--- config.mk ---
export PLATFORM = sky130hd
export DESIGN_NAME = rsc_encoder
export DESIGN_NICKNAME = d
export VERILOG_FILES = /design/src/rtl/rsc_encoder.sv
export SDC_FILE = /design/constraint.sdc
export NUM_CORES = 1
export LEC_CHECK = 0
export CORE_MARGIN = 1
export CORE_UTILIZATION = 37
export CTS_CLUSTER_DIAMETER = 100
export DETAILED_ROUTE_END_ITERATION = 10
export PLACE_DENSITY_LB_ADDON = 0.05
export SYNTH_ARGS = -nofsm -noshare
export SYNTH_HDL_FRONTEND = slang
export SYNTH_SLANG_ARGS = --single-unit
export TNS_END_PERCENT = 20
--- constraint.sdc ---
create_clock -name aclk -period 2.8 [get_ports aclk]
set_input_delay 0.28 -clock aclk [delete_from_list [all_inputs] [get_ports aclk]]
set_output_delay 0.28 -clock aclk [all_outputs]
set_load 0.05 [all_outputs]
--- src/rtl/rsc_encoder.sv ---
// -----------------------------------------------------------------------------
// rsc_encoder
//   8-state recursive systematic convolutional encoder with BPSK mapping.
//   Feedback g0 = 1+D^2+D^3, feedforward g1 = 1+D+D^3, state {s1,s2,s3}
//   (s1 newest). Each accepted information bit yields one registered
//   systematic/parity sample pair one cycle later.
//
//   Optional feature macro: RSC_ENC_TERMINATION_EN
//     defined   : 3 tail symbols per frame drive the trellis back to 000;
//                 o_ready drops for the tail.
//     undefined : frames end on the last data symbol; o_ready is always 1
//                 and o_tail is always 0.
//
// Parameters
//   DWIDTH   width of the signed output samples
//   MAP_AMP  BPSK magnitude (bit 0 -> +MAP_AMP, bit 1 -> -MAP_AMP)
//
// Ports
//   aclk     clock, rising edge
//   aresetn  synchronous active-low reset
//   i_valid  input bit valid
//   i_sof    first bit of a frame
//   i_eof    last bit of a frame
//   i_data   information bit u
//   o_ready  block accepts input this cycle
//   o_valid  output sample pair valid
//   o_sof    first data symbol of a frame
//   o_eof    last emitted symbol of a frame
//   o_tail   termination symbol
//   o_sys    mapped systematic sample
//   o_par    mapped parity sample
// -----------------------------------------------------------------------------
module rsc_encoder #(
  parameter int DWIDTH  = 16,
  parameter int MAP_AMP = 1024
) (
  input  logic                     aclk,
  input  logic                     aresetn,
  input  logic                     i_valid,
  input  logic                     i_sof,
  input  logic                     i_eof,
  input  logic                     i_data,
  output logic                     o_ready,
  output logic                     o_valid,
  output logic                     o_sof,
  output logic                     o_eof,
  output logic                     o_tail,
  output logic signed [DWIDTH-1:0] o_sys,
  output logic signed [DWIDTH-1:0] o_par
);

  localparam logic signed [DWIDTH-1:0] AMP = DWIDTH'(MAP_AMP);

  typedef enum logic [1:0] {
    IDLE = 2'd0,
    DATA = 2'd1,
    TAIL = 2'd2
  } fsm_t;

  fsm_t       fsm_q, fsm_d;
  logic [2:0] trel_q, trel_d;   // [2]=s1, [1]=s2, [0]=s3
  logic       accept;
  logic       is_tail;
  logic       u, a, p;
  logic [2:0] cur;
  logic       vld_d, sof_d, eof_d, tail_d;

  function automatic logic signed [DWIDTH-1:0] bpsk(input logic b);
    return b ? -AMP : AMP;
  endfunction

`ifdef RSC_ENC_TERMINATION_EN
  logic [1:0] tcnt_q, tcnt_d;
  assign is_tail = (fsm_q == TAIL);
  assign o_ready = (fsm_q != TAIL);
`else
  assign is_tail = 1'b0;
  assign o_ready = 1'b1;
`endif

  assign accept = i_valid & o_ready;

  always_comb begin
    fsm_d  = fsm_q;
    trel_d = trel_q;
    vld_d  = 1'b0;
    sof_d  = 1'b0;
    eof_d  = 1'b0;
    tail_d = 1'b0;
`ifdef RSC_ENC_TERMINATION_EN
    tcnt_d = tcnt_q;
`endif
    // Tail input u = s2^s3 cancels the feedback so a = 0 and the
    // register flushes to 000 in three steps.
    u   = is_tail ? (trel_q[1] ^ trel_q[0]) : i_data;
    // A new frame always starts from the zero state, even mid-frame.
    cur = (!is_tail && i_sof) ? 3'b000 : trel_q;
    a   = u ^ cur[1] ^ cur[0];
    p   = a ^ cur[2] ^ cur[0];

    if (is_tail) begin
`ifdef RSC_ENC_TERMINATION_EN
      trel_d = {a, cur[2], cur[1]};
      vld_d  = 1'b1;
      tail_d = 1'b1;
      tcnt_d = tcnt_q + 2'd1;
      if (tcnt_q == 2'd2) begin
        eof_d  = 1'b1;
        fsm_d  = IDLE;
        tcnt_d = 2'd0;
      end
`endif
    end else if (accept && (i_sof || fsm_q == DATA)) begin
      trel_d = {a, cur[2], cur[1]};
      vld_d  = 1'b1;
      sof_d  = i_sof;
      fsm_d  = DATA;
      if (i_eof) begin
`ifdef RSC_ENC_TERMINATION_EN
        fsm_d  = TAIL;
        tcnt_d = 2'd0;
`else
        fsm_d  = IDLE;
        eof_d  = 1'b1;
`endif
      end
    end
  end

  // Output stage: one register between accepted bit and emitted symbol
  always_ff @(posedge aclk) begin
    if (!aresetn) begin
      fsm_q   <= IDLE;
      trel_q  <= 3'b000;
      o_valid <= 1'b0;
      o_sof   <= 1'b0;
      o_eof   <= 1'b0;
      o_tail  <= 1'b0;
      o_sys   <= '0;
      o_par   <= '0;
`ifdef RSC_ENC_TERMINATION_EN
      tcnt_q  <= 2'd0;
`endif
    end else begin
      fsm_q   <= fsm_d;
      trel_q  <= trel_d;
      o_valid <= vld_d;
      o_sof   <= sof_d;
      o_eof   <= eof_d;
      o_tail  <= tail_d;
      if (vld_d) begin
        o_sys <= bpsk(u);
        o_par <= bpsk(p);
      end
`ifdef RSC_ENC_TERMINATION_EN
      tcnt_q  <= tcnt_d;
`endif
    end
  end

endmodule

# Word-level counts from Yosys, hierarchy flattened
# Index checks and enable logic that the tools add are counted.
# totals
ff_bits,40
input_bits,6
elab_cells,21
out_inout_bits,37
# classes
n_eq_ne,1
n_bitwise,4
n_mux,6
n_reduce_logical,3
# ops
cell,n
2-to-1 mux 16 bit,2
XOR 1 bit,4
2-to-1 mux 1 bit,3
2-to-1 mux 3 bit,1
"equality test 2 x 1 -> 1 bit, second input constant",1
AND reduction 2 bit,1
logical AND 1 bit,1
logical OR 1 bit,1

# Logic depth before layout (Yosys ltp)
# Gate-level depths: netlist of the first run.
# depth
ltp_word,6
ltp_mapped,4
ltp_nobuf,4

# Least setup slack after synthesis of the first run
# OpenSTA, ideal clock, no wires.
# synth_path
path_type,reg-to-output
from,"reg, netlist name o_par[14]"
to,out o_par[12]
path_stages_with_launch,2
t_required_ns,2.520
path_slack_ns,1.548
path_buffers,1
arrival_time_ns,0.972
cell_sequence,dfxtp_1 buf_4
# synth_lines
item,line,text
"end, declared",49,output logic signed [DWIDTH-1:0] o_par

# Final worst setup path of the first run
# layout_path
from,reg o_sys[14]
to,out o_sys[14]
# layout_lines
item,line,text
"start, declared",48,"output logic signed [DWIDTH-1:0] o_sys,"
"start signal, assigned",152,o_sys <= bpsk(u);
# No word-level cell between the ends.

==> out/qor.txt, run 1 <==
starting density of the core: 0.412
Starting DRT DRC Count: 15
Synth async-reset ratio: 0
Fmax achieved: 563 MHz
die area: 0.00193 sq mm
total track usage: 0.105
Final period util: 0.635
via count: 439
cells along the critical path: clkdlybuf4s50_1
Die Span X: 43.9 microns
Final nets: 92
area delta synth->final: 10.8%
CTS tree: done
layout cell share with drive strength beyond 1: 0.0952
ys flop type: dfxtp_1
Max-slew headroom: 0.666
CORE AREA: 0.00158 sq mm
overflow left after global routing: 0
DRT Pass-1 Iters: 8
number of inserted diodes: 0
Required @ worst endpoint: 2.52 ns
RSZ-0062 raised after global routing: false
Final min period: 1.78 ns
Power Dens Cells: 572 mW/mm^2
Warnings, synthesis: 0
synth top area cells: buf_4 (36%), dfxtp_1 (31%), nand2_1 (4.6%), a21boi_1 (3.5%), xnor2_2 (2.5%)
vias per cell: 4.39
WL final: 965 microns
vias in the first global route: 315
TritonCTS buffer count: 3
DPL Wire Length: 704 microns
CTS max path bufs: 2
failing checks: DRC
drt wl/cell: 9.65 microns
Finish-stage setup viols: 0
# Max-Cap Violations: 0
clock slew at reported path FFs: 0.06 ns
CTS Hold Bufs: 0
Setup CP Type: reg -> out
setup TNS: 0 ns
CTS Sinks: 10
clk_lat worst skew: 0.26 ns
part of the Yosys area used for sequential elements: 0.308
status: complete, but fails checks
num rows: 14
multi-input logic area: 277 sq um
leak pwr: 0.000308 uW
FF+latch area: 200 sq um
H-tree depth: 1
actual slew at the worst max-slew pin: 0.500 ns
hold crit path type: reg -> reg
CP max FO: 6
top-area cell type share of the netlist area: 0.358
Final Hold Viols: 0
Worst VDD drop: 0.215 mV
family with the most delay on the worst path: buffers and inverters
Worst path max stage delay: 0.83 ns
Syn Inst Count: 74
Crit path arrival time: 1.50 ns
Clock Skews: 0.000354 ns
port buffer count: 20
post-CTS setup buffer count: 0
Mapped Area: 649 sq um
Mean Syn Cell Area: 8.78 sq um
Place WS: 1.28 ns
Residual DRC: 4
Setup crit end kind: primary output
number of enable flip-flop cells after synthesis: 0
I/O pins: 43
CP Launch Type: flip-flop
CTS Root Cell: clkbuf_4
die height: 43.9 microns
top cells by count, synth: buf_4 (31), dfxtp_1 (10), nand2_1 (8)
RePlAce Congestion: 0.713
antenna-violating nets left: 0
Setup WS post-layout: 1.02 ns
Buf+Inv Stages, Crit Path: 1
Cell variety after synth: 23
largest area contributor in the netlist: buf_4
count leader, synth: buf_4
first-pass GRT wire length: 1.41 mm
fillers: 148
initial antenna violation count: 0
final slew viol count: 0
Critical Path Slowest Stage Cell: clkdlybuf4s50_1
Seq cells post-synth: 10
largest net degree at the start of global routing: 15
# resized after CTS: 0
==> registers in the layout, indices dropped and copies added (netlist names) <==
| register | count |
|---|---|
| o_sys | 2 |
| o_eof | 1 |
| trel_q | 3 |
| o_valid | 1 |
| fsm_q | 1 |
| o_par | 1 |
| o_sof | 1 |
==> metrics by stage <==
stage	power [uW]	area, sq um	cells	util	hold WS, ns
floorplan	319	724	94	-	0.415
global placement	318	697	97	0.442	0.447
detailed placement	318	697	97	0.442	0.446
CTS	419	719	100	0.456	0.461
global route	429	719	100	0.456	0.476
finish	412	719	100	0.456	0.455
==> metal layers <==
layer	track usage	part of all wire	vias up
li1	-	-	211
met1	0.121	0.44	198
met2	0.161	0.47	28
met3	0.0250	0.073	2
met4	0.0909	0.016	0
met5	0	0	-
==> final cells by class <==
| cell class | instances | area share |
|---|---|---|
| multi-input cells | 51 | 0.384 |
| flip-flops and latches | 10 | 0.278 |
| repair buffers | 20 | 0.278 |
| clock buffers | 3 | 0.0313 |
| well taps | 16 | 0.0278 |
==> placed cells by master (no fill, tap or decap), drive strengths merged <==
cell type / count
nand2: 8
o211ai: 1
clkbuf: 3
o21a: 2
o21ai: 1
xnor2: 1
dfxtp: 10
nand3: 1
o211a: 1
a21boi: 3
and3: 2
nand4: 2
o221ai: 1
nand3b: 2
clkdlybuf4s50: 20
nor2b: 2
and2b: 1
conb: 22
and2: 1
==> kinds of logic after synthesis <==
kind of cell / after synthesis / synth area share
AO/OA/AOI/OAI: 9 / 0.108
AND/OR/NAND/NOR: 19 / 0.166
buffers and inverters: 33 / 0.381
XOR/XNOR: 1 / 0.0251
other: 2 / 0.0116
flip-flops: 10 / 0.308
==> final timing paths <==
path / startpoint / to / slack (ns) / cells after the start
hold / removal: trel_q[1]$_SDFFE_PN0P_ / trel_q[1]$_SDFFE_PN0P_ / 0.46 / 2
hold reg to reg: trel_q[1]$_SDFFE_PN0P_ / trel_q[1]$_SDFFE_PN0P_ / 0.46 / 2
setup reg to reg: fsm_q[0]$_SDFFE_PN0P_ / trel_q[2]$_SDFFE_PN0P_ / 1.74 / 3
setup / recovery: o_sys[14]$_SDFFE_PN0P_ / o_sys[14] / 1.02 / 1
==> power by group <==
part | leakage [uW] | internal [uW] | switching (uW)
logic | 0.000212 | 34.5 | 127
clock network | 0.0000138 | 49.6 | 46.6
registers | 0.0000819 | 149 | 4.85
Power figures use the tool's default switching activity.
==> run 2, diff against run 1 <==
--- a/config.mk
+++ b/config.mk
@@ -6,7 +6,7 @@
 export NUM_CORES = 1
 export LEC_CHECK = 0
 export CORE_MARGIN = 1
-export CORE_UTILIZATION = 37
+export CORE_UTILIZATION = 31
 export CTS_CLUSTER_DIAMETER = 100
 export DETAILED_ROUTE_END_ITERATION = 10
 export PLACE_DENSITY_LB_ADDON = 0.05
==> constraint.sdc (replaced) <==
create_clock -name aclk -period 1.55 [get_ports aclk]
set_input_delay 0.155 -clock aclk [delete_from_list [all_inputs] [get_ports aclk]]
set_output_delay 0.155 -clock aclk [all_outputs]
set_load 0.05 [all_outputs]
==> run 2 against run 1 <==
The flow now finishes without violations. Non-clock buffer count increased by 1. Die area grew 18%. Routed wire length is 3.1% lower. Critical path type is now in -> reg. Highest routed layer unchanged.
==> out/qor.txt, run 2 (synthesis results as in run 1) <==
status: completed (was complete, but fails checks)
Fmax achieved: 879 MHz
drt wl/cell: 8.27 microns (was 9.65 microns)
CTS Hold Bufs: 0 (unchanged)
I/O pins: 43 (unchanged)
fillers: 212 (was 148)
Setup CP Type: in -> reg (was reg -> out)
number of inserted diodes: 0 (unchanged)
starting density of the core: 0.331 (was 0.412)
Hold WS: 0.460 ns (was 0.455 ns)
CP Launch Type: input port (was flip-flop)
Crit path arrival time: 1.32 ns (was 1.50 ns)
Final period util: 0.734
Starting DRT DRC Count: 6 (was 15)
Critical Path Slowest Stage Cell: clkdlybuf4s50_1 (unchanged)
vias per cell: 3.90 (was 4.39)
area delta synth->final: 10.4% (was 10.8%)
DRT Pass-1 Iters: 3 (was 8)
CORE AREA: 0.00196 sq mm (was 0.00158 sq mm)
Power Dens Cells: 1120 mW/mm^2 (was 572 mW/mm^2)
Clock Skews: 0.00456 ns (was 0.000354 ns)
TritonCTS buffer count: 3 (unchanged)
final slew viol count: 0 (unchanged)
overflow left after global routing: 0 (unchanged)
CP max FO: 13 (was 6)
antenna-violating nets left: 0 (unchanged)
via count: 441 (was 439)
Final Hold Viols: 0 (unchanged)
CTS tree: done (unchanged)
WL final: 935 microns (was 965 microns)
Finish-stage setup viols: 0 (unchanged)
initial antenna violation count: 0 (unchanged)
most frequent cells in the layout: conb_1 (22), buf_4 (16), dfxtp_1 (10) (was conb_1 (22), clkdlybuf4s50_1 (20), dfxtp_1 (10))
total track usage: 0.0880 (was 0.105)
CTS Root Cell: clkbuf_4 (unchanged)
Regs by FF count: trel_q: 3 flops, o_sys: 2 flops (unchanged)
# resized after CTS: 0 (unchanged)
first-pass GRT wire length: 1.32 mm (was 1.41 mm)
commonest non-fill, non-tap cell in the layout: conb_1 (unchanged)
H-tree depth: 1 (unchanged)
port buffer count: 20 (unchanged)
hold crit path type: reg -> reg (unchanged)
register with the most flip-flops: trel_q (unchanged)
Required @ worst endpoint: 1.73 ns (was 2.52 ns)
clock slew at reported path FFs: 0.07 ns (was 0.06 ns)
post-CTS setup buffer count: 0 (unchanged)
die area: 0.00228 sq mm (was 0.00193 sq mm)
num rows: 16 (was 14)
setup TNS: 0 ns (unchanged)
Setup crit end kind: flip-flop (was primary output)
leak pwr: 0.000346 uW (was 0.000308 uW)
Final nets: 93 (was 92)
layout cell share with drive strength beyond 1: 0.291 (was 0.0952)
# Max-Cap Violations: 0 (unchanged)
CTS max path bufs: 2 (unchanged)
CTS Sinks: 10 (unchanged)
clk_lat worst skew: 0.27 ns (was 0.26 ns)
Residual DRC: 0 (was 4)
Final min period: 1.14 ns
die height: 47.8 microns (was 43.9 microns)
RePlAce Congestion: 0.646 (was 0.713)
max FFs per register: 3 (unchanged)
Worst VDD drop: 0.324 mV (was 0.215 mV)
largest net degree at the start of global routing: 15 (unchanged)
RSZ-0062 raised after global routing: false (unchanged)
DPL Wire Length: 670 microns (was 704 microns)
Die Span X: 47.8 microns (was 43.9 microns)
cells along the critical path: clkdlybuf4s50_1 -> o21a_2 -> nand3b_1 -> o221ai_1 (was clkdlybuf4s50_1)
vias in the first global route: 305 (was 315)
Worst path max stage delay: 0.57 ns (was 0.83 ns)
==> run 2: changes by cell type in the layout (fill, tap and decap cells not counted), sizes merged <==
cell           previous run  this run
buf                       0        16
clkbuf                    3         4
clkdlybuf4s50            20         5
==> run 2: worst max-delay path: cells and delay by family <==
family / cells / cell delay (ns)
AOI/OAI and AO/OA: 2 / 0.49
buffers and inverters: 1 / 0.57
and+or+nand+nor: 1 / 0.11
==> run 2: layer usage <==
layer	up-vias	share of wire	routed length [microns]	global-route usage
met3	4	0.10	94	0.0264
met2	32	0.44	410	0.119
met4	0	0.029	27	0.0833
met1	193	0.43	403	0.109
li1	212	-	-	-
met5	-	0	0	0
==> run 2: path summary, 6_finish.rpt <==
path | endpoint | cells past startpoint | start | slack [ns]
worst min-delay path | trel_q[1]$_SDFFE_PN0P_ | 2 | trel_q[1]$_SDFFE_PN0P_ | 0.46
worst max-delay path | o_par[14]$_SDFFE_PN0P_ | 4 | i_sof | 0.41
worst max register to register | o_par[14]$_SDFFE_PN0P_ | 3 | fsm_q[0]$_SDFFE_PN0P_ | 0.53
worst min register to register | trel_q[1]$_SDFFE_PN0P_ | 2 | trel_q[1]$_SDFFE_PN0P_ | 0.46
==> run 2: stage by stage <==
stage | instances | utilization | setup WS (ns) | total power [uW] | instance area (sq um)
2_1_floorplan | 94 | - | 0.423 | 577 | 724
3_3_place_gp | 109 | 0.347 | 0.111 | 571 | 681
3_5_place_dp | 109 | 0.347 | 0.147 | 570 | 681
4_1_cts | 113 | 0.365 | 0.411 | 814 | 717
5_1_grt | 113 | 0.365 | 0.345 | 842 | 717
6_report | 113 | 0.365 | 0.412 | 803 | 717
==> run 2: layout make-up <==
cell class	instances	area (sq um)	area share
Tap cell	27	33.8	0.0471
Clock buffer	4	36.3	0.0506
Sequential cell	10	200	0.279
Timing Repair Buffer	21	170	0.237
Multi-Input combinational cell	51	277	0.386
==> run 2: power breakdown <==
group / switching [uW] / internal [uW] / total, uW
Sequential: 8.66 / 269 / 278
Clock: 96.3 / 143 / 239
Combinational: 229 / 56.3 / 285
==> run 3, diff against run 2 <==
==> constraint.sdc (replaced) <==
create_clock -name aclk -period 1 [get_ports aclk]
set_input_delay 0.1 -clock aclk [delete_from_list [all_inputs] [get_ports aclk]]
set_output_delay 0.1 -clock aclk [all_outputs]
set_load 0.05 [all_outputs]
==> run 3 against run 2 <==
The run now ends with setup timing left. Total power increased by 73%. Cell count is 4.4% higher. Critical path depth did not move. Largest cell class is now non-clock buffers. Non-clock buffer count increased by 5. Clock skew down 0.0012 ns. Die area unchanged. Flip-flop and latch count unchanged. Design area increased by 39%. Register-to-register slack lost 0.54 ns. Sequential share of layout area decreased by 7.0 points. Hold slack lost 0.18 ns. Setup slack got worse by 0.42 ns.
==> out/qor.txt, run 3 (synthesis results as in run 1) <==
CTS Hold Bufs: 0 (unchanged)
DRT Pass-1 Iters: 2 (was 3)
die height: 47.8 microns (unchanged)
CORE AREA: 0.00196 sq mm (unchanged)
TritonCTS buffer count: 3 (unchanged)
commonest non-fill, non-tap cell in the layout: conb_1 (unchanged)
Hold WS: 0.278 ns (was 0.460 ns)
antenna-violating nets left: 0 (unchanged)
leak pwr: 0.000438 uW (was 0.000346 uW)
DPL Wire Length: 827 microns (was 670 microns)
CTS Root Cell: clkbuf_4 (unchanged)
Finish-stage setup viols: 6 (was 0)
Logic pwr share: 0.407 (was 0.356)
Design Power: 1390 uW (was 803 uW)
Final min period: 1.01 ns
clk_lat worst skew: 0.27 ns (about the same)
Setup CP Type: reg -> reg (was in -> reg)
WL final: 1.17 mm (was 935 microns)
Crit path arrival time: 1.20 ns (was 1.32 ns)
Fmax achieved: 993 MHz
CTS Sinks: 10 (unchanged)
P_sw: 555 uW (was 334 uW)
status: complete, but fails checks (was completed)
dpl cells: 113 (was 109)
RSZ-0062 raised after global routing: true (was false)
total track usage: 0.100 (was 0.0880)
Regs by FF count: trel_q: 3 flops, o_sys: 2 flops (unchanged)
overflow left after global routing: 0 (unchanged)
via count: 462 (was 441)
# Max-Cap Violations: 0 (unchanged)
layout cell share with drive strength beyond 1: 0.385 (was 0.291)
hold crit path type: in -> reg (was reg -> reg)
port buffer count: 20 (unchanged)
setup TNS: -0.0360 ns (was 0 ns)
register with the most flip-flops: trel_q (unchanged)
CTS max path bufs: 2 (unchanged)
Residual DRC: 0 (unchanged)
Non-Filler Instances: 118 (was 113)
switching fraction of total power: 0.400 (was 0.416)
die area: 0.00228 sq mm (unchanged)
Power Dens Cells: 1400 mW/mm^2 (was 1120 mW/mm^2)
Clk network pwr share: 0.271 (was 0.298)
Place WS: -0.305 ns (was 0.147 ns)
clock slew at reported path FFs: 0.07 ns (about the same)
Final nets: 98 (was 93)
failing checks: setup timing
max FFs per register: 3 (unchanged)
I/O pins: 43 (unchanged)
CP max FO: 4 (was 13)
vias per cell: 3.92 (was 3.90)
Clock Skews: 0.00339 ns (was 0.00456 ns)
H-tree depth: 1 (unchanged)
Final period util: 1.01
RePlAce Congestion: 0.775 (was 0.646)
most frequent cells in the layout: conb_1 (22), buf_12 (16), nand2_1 (8) (was conb_1 (22), buf_4 (16), dfxtp_1 (10))
initial antenna violation count: 0 (unchanged)
CTS tree: done (unchanged)
Setup crit end kind: flip-flop (unchanged)
Required @ worst endpoint: 1.19 ns (was 1.73 ns)
vias in the first global route: 348 (was 305)
CP Launch Type: flip-flop (was input port)
area delta synth->final: 53.0% (was 10.4%)
Worst VDD drop: 0.702 mV (was 0.324 mV)
Final Hold Viols: 0 (unchanged)
Pint: 834 uW (was 469 uW)
Flop pwr share: 0.322 (was 0.347)
drt wl/cell: 9.89 microns (was 8.27 microns)
Die Span X: 47.8 microns (unchanged)
number of inserted diodes: 0 (unchanged)
first-pass GRT wire length: 1.52 mm (was 1.32 mm)
num rows: 16 (unchanged)
Starting DRT DRC Count: 3 (was 6)
fillers: 204 (was 212)
Setup WS post-layout: -0.00722 ns (was 0.412 ns)
final slew viol count: 0 (unchanged)
largest net degree at the start of global routing: 14 (was 15)
starting density of the core: 0.331 (unchanged)
[run 3: path summary, 6_finish.rpt]
kind,from,to,slack (ns),depth (start not counted)
worst max-delay path,trel_q[1]$_SDFFE_PN0P_,o_par[14]$_SDFFE_PN0P_,-0.007,4
worst min-delay path,i_sof,o_sof$_SDFF_PN0_,0.28,2
worst max register to register,trel_q[1]$_SDFFE_PN0P_,o_par[14]$_SDFFE_PN0P_,-0.007,4
worst min register to register,trel_q[1]$_SDFFE_PN0P_,trel_q[1]$_SDFFE_PN0P_,0.46,2
[run 3: cell type report]
type	instances	area (sq um)	area share
clock buffers	4	36.3	0.0365
flip-flops and latches	10	208	0.209
well taps	27	33.8	0.0340
multi-input cells	51	305	0.307
repair buffers	26	410	0.413
[run 3: critical path, stage by stage (launching register included)]
cell	delay, ns
dfxtp_2	0.33
nor2b_4	0.20
xnor2_4	0.16
nand4_1	0.14
o221ai_2	0.09
[run 3: through the flow]
step / utilization / instance area (sq um)
after floorplan: - / 726
after global placement: 0.465 / 912
after detailed placement: 0.465 / 912
after CTS: 0.486 / 953
after global routing: 0.506 / 993
final: 0.506 / 993
[run 3: power by group through the flow]
stage / clock (uW) / combinational, uW / sequential [uW]
after floorplan: 0 / 409 / 486
after global placement: 0 / 551 / 455
after detailed placement: 0 / 552 / 455
after CTS: 393 / 554 / 446
after global routing: 418 / 586 / 450
final: 376 / 566 / 447
[run 3: timing repair]
item	in CTS	in global routing
setup buffers	0	1
pin swaps	0	4
setup endpoints to repair	14	11
gates resized for setup	3	6
[run 3: metal layers]
metal	global-route usage	vias to the layer above	wire (microns)
li1	-	223	-
met1	0.121	207	477
met2	0.149	30	568
met3	0.0377	2	95
met4	0.0667	0	25
met5	0	-	0
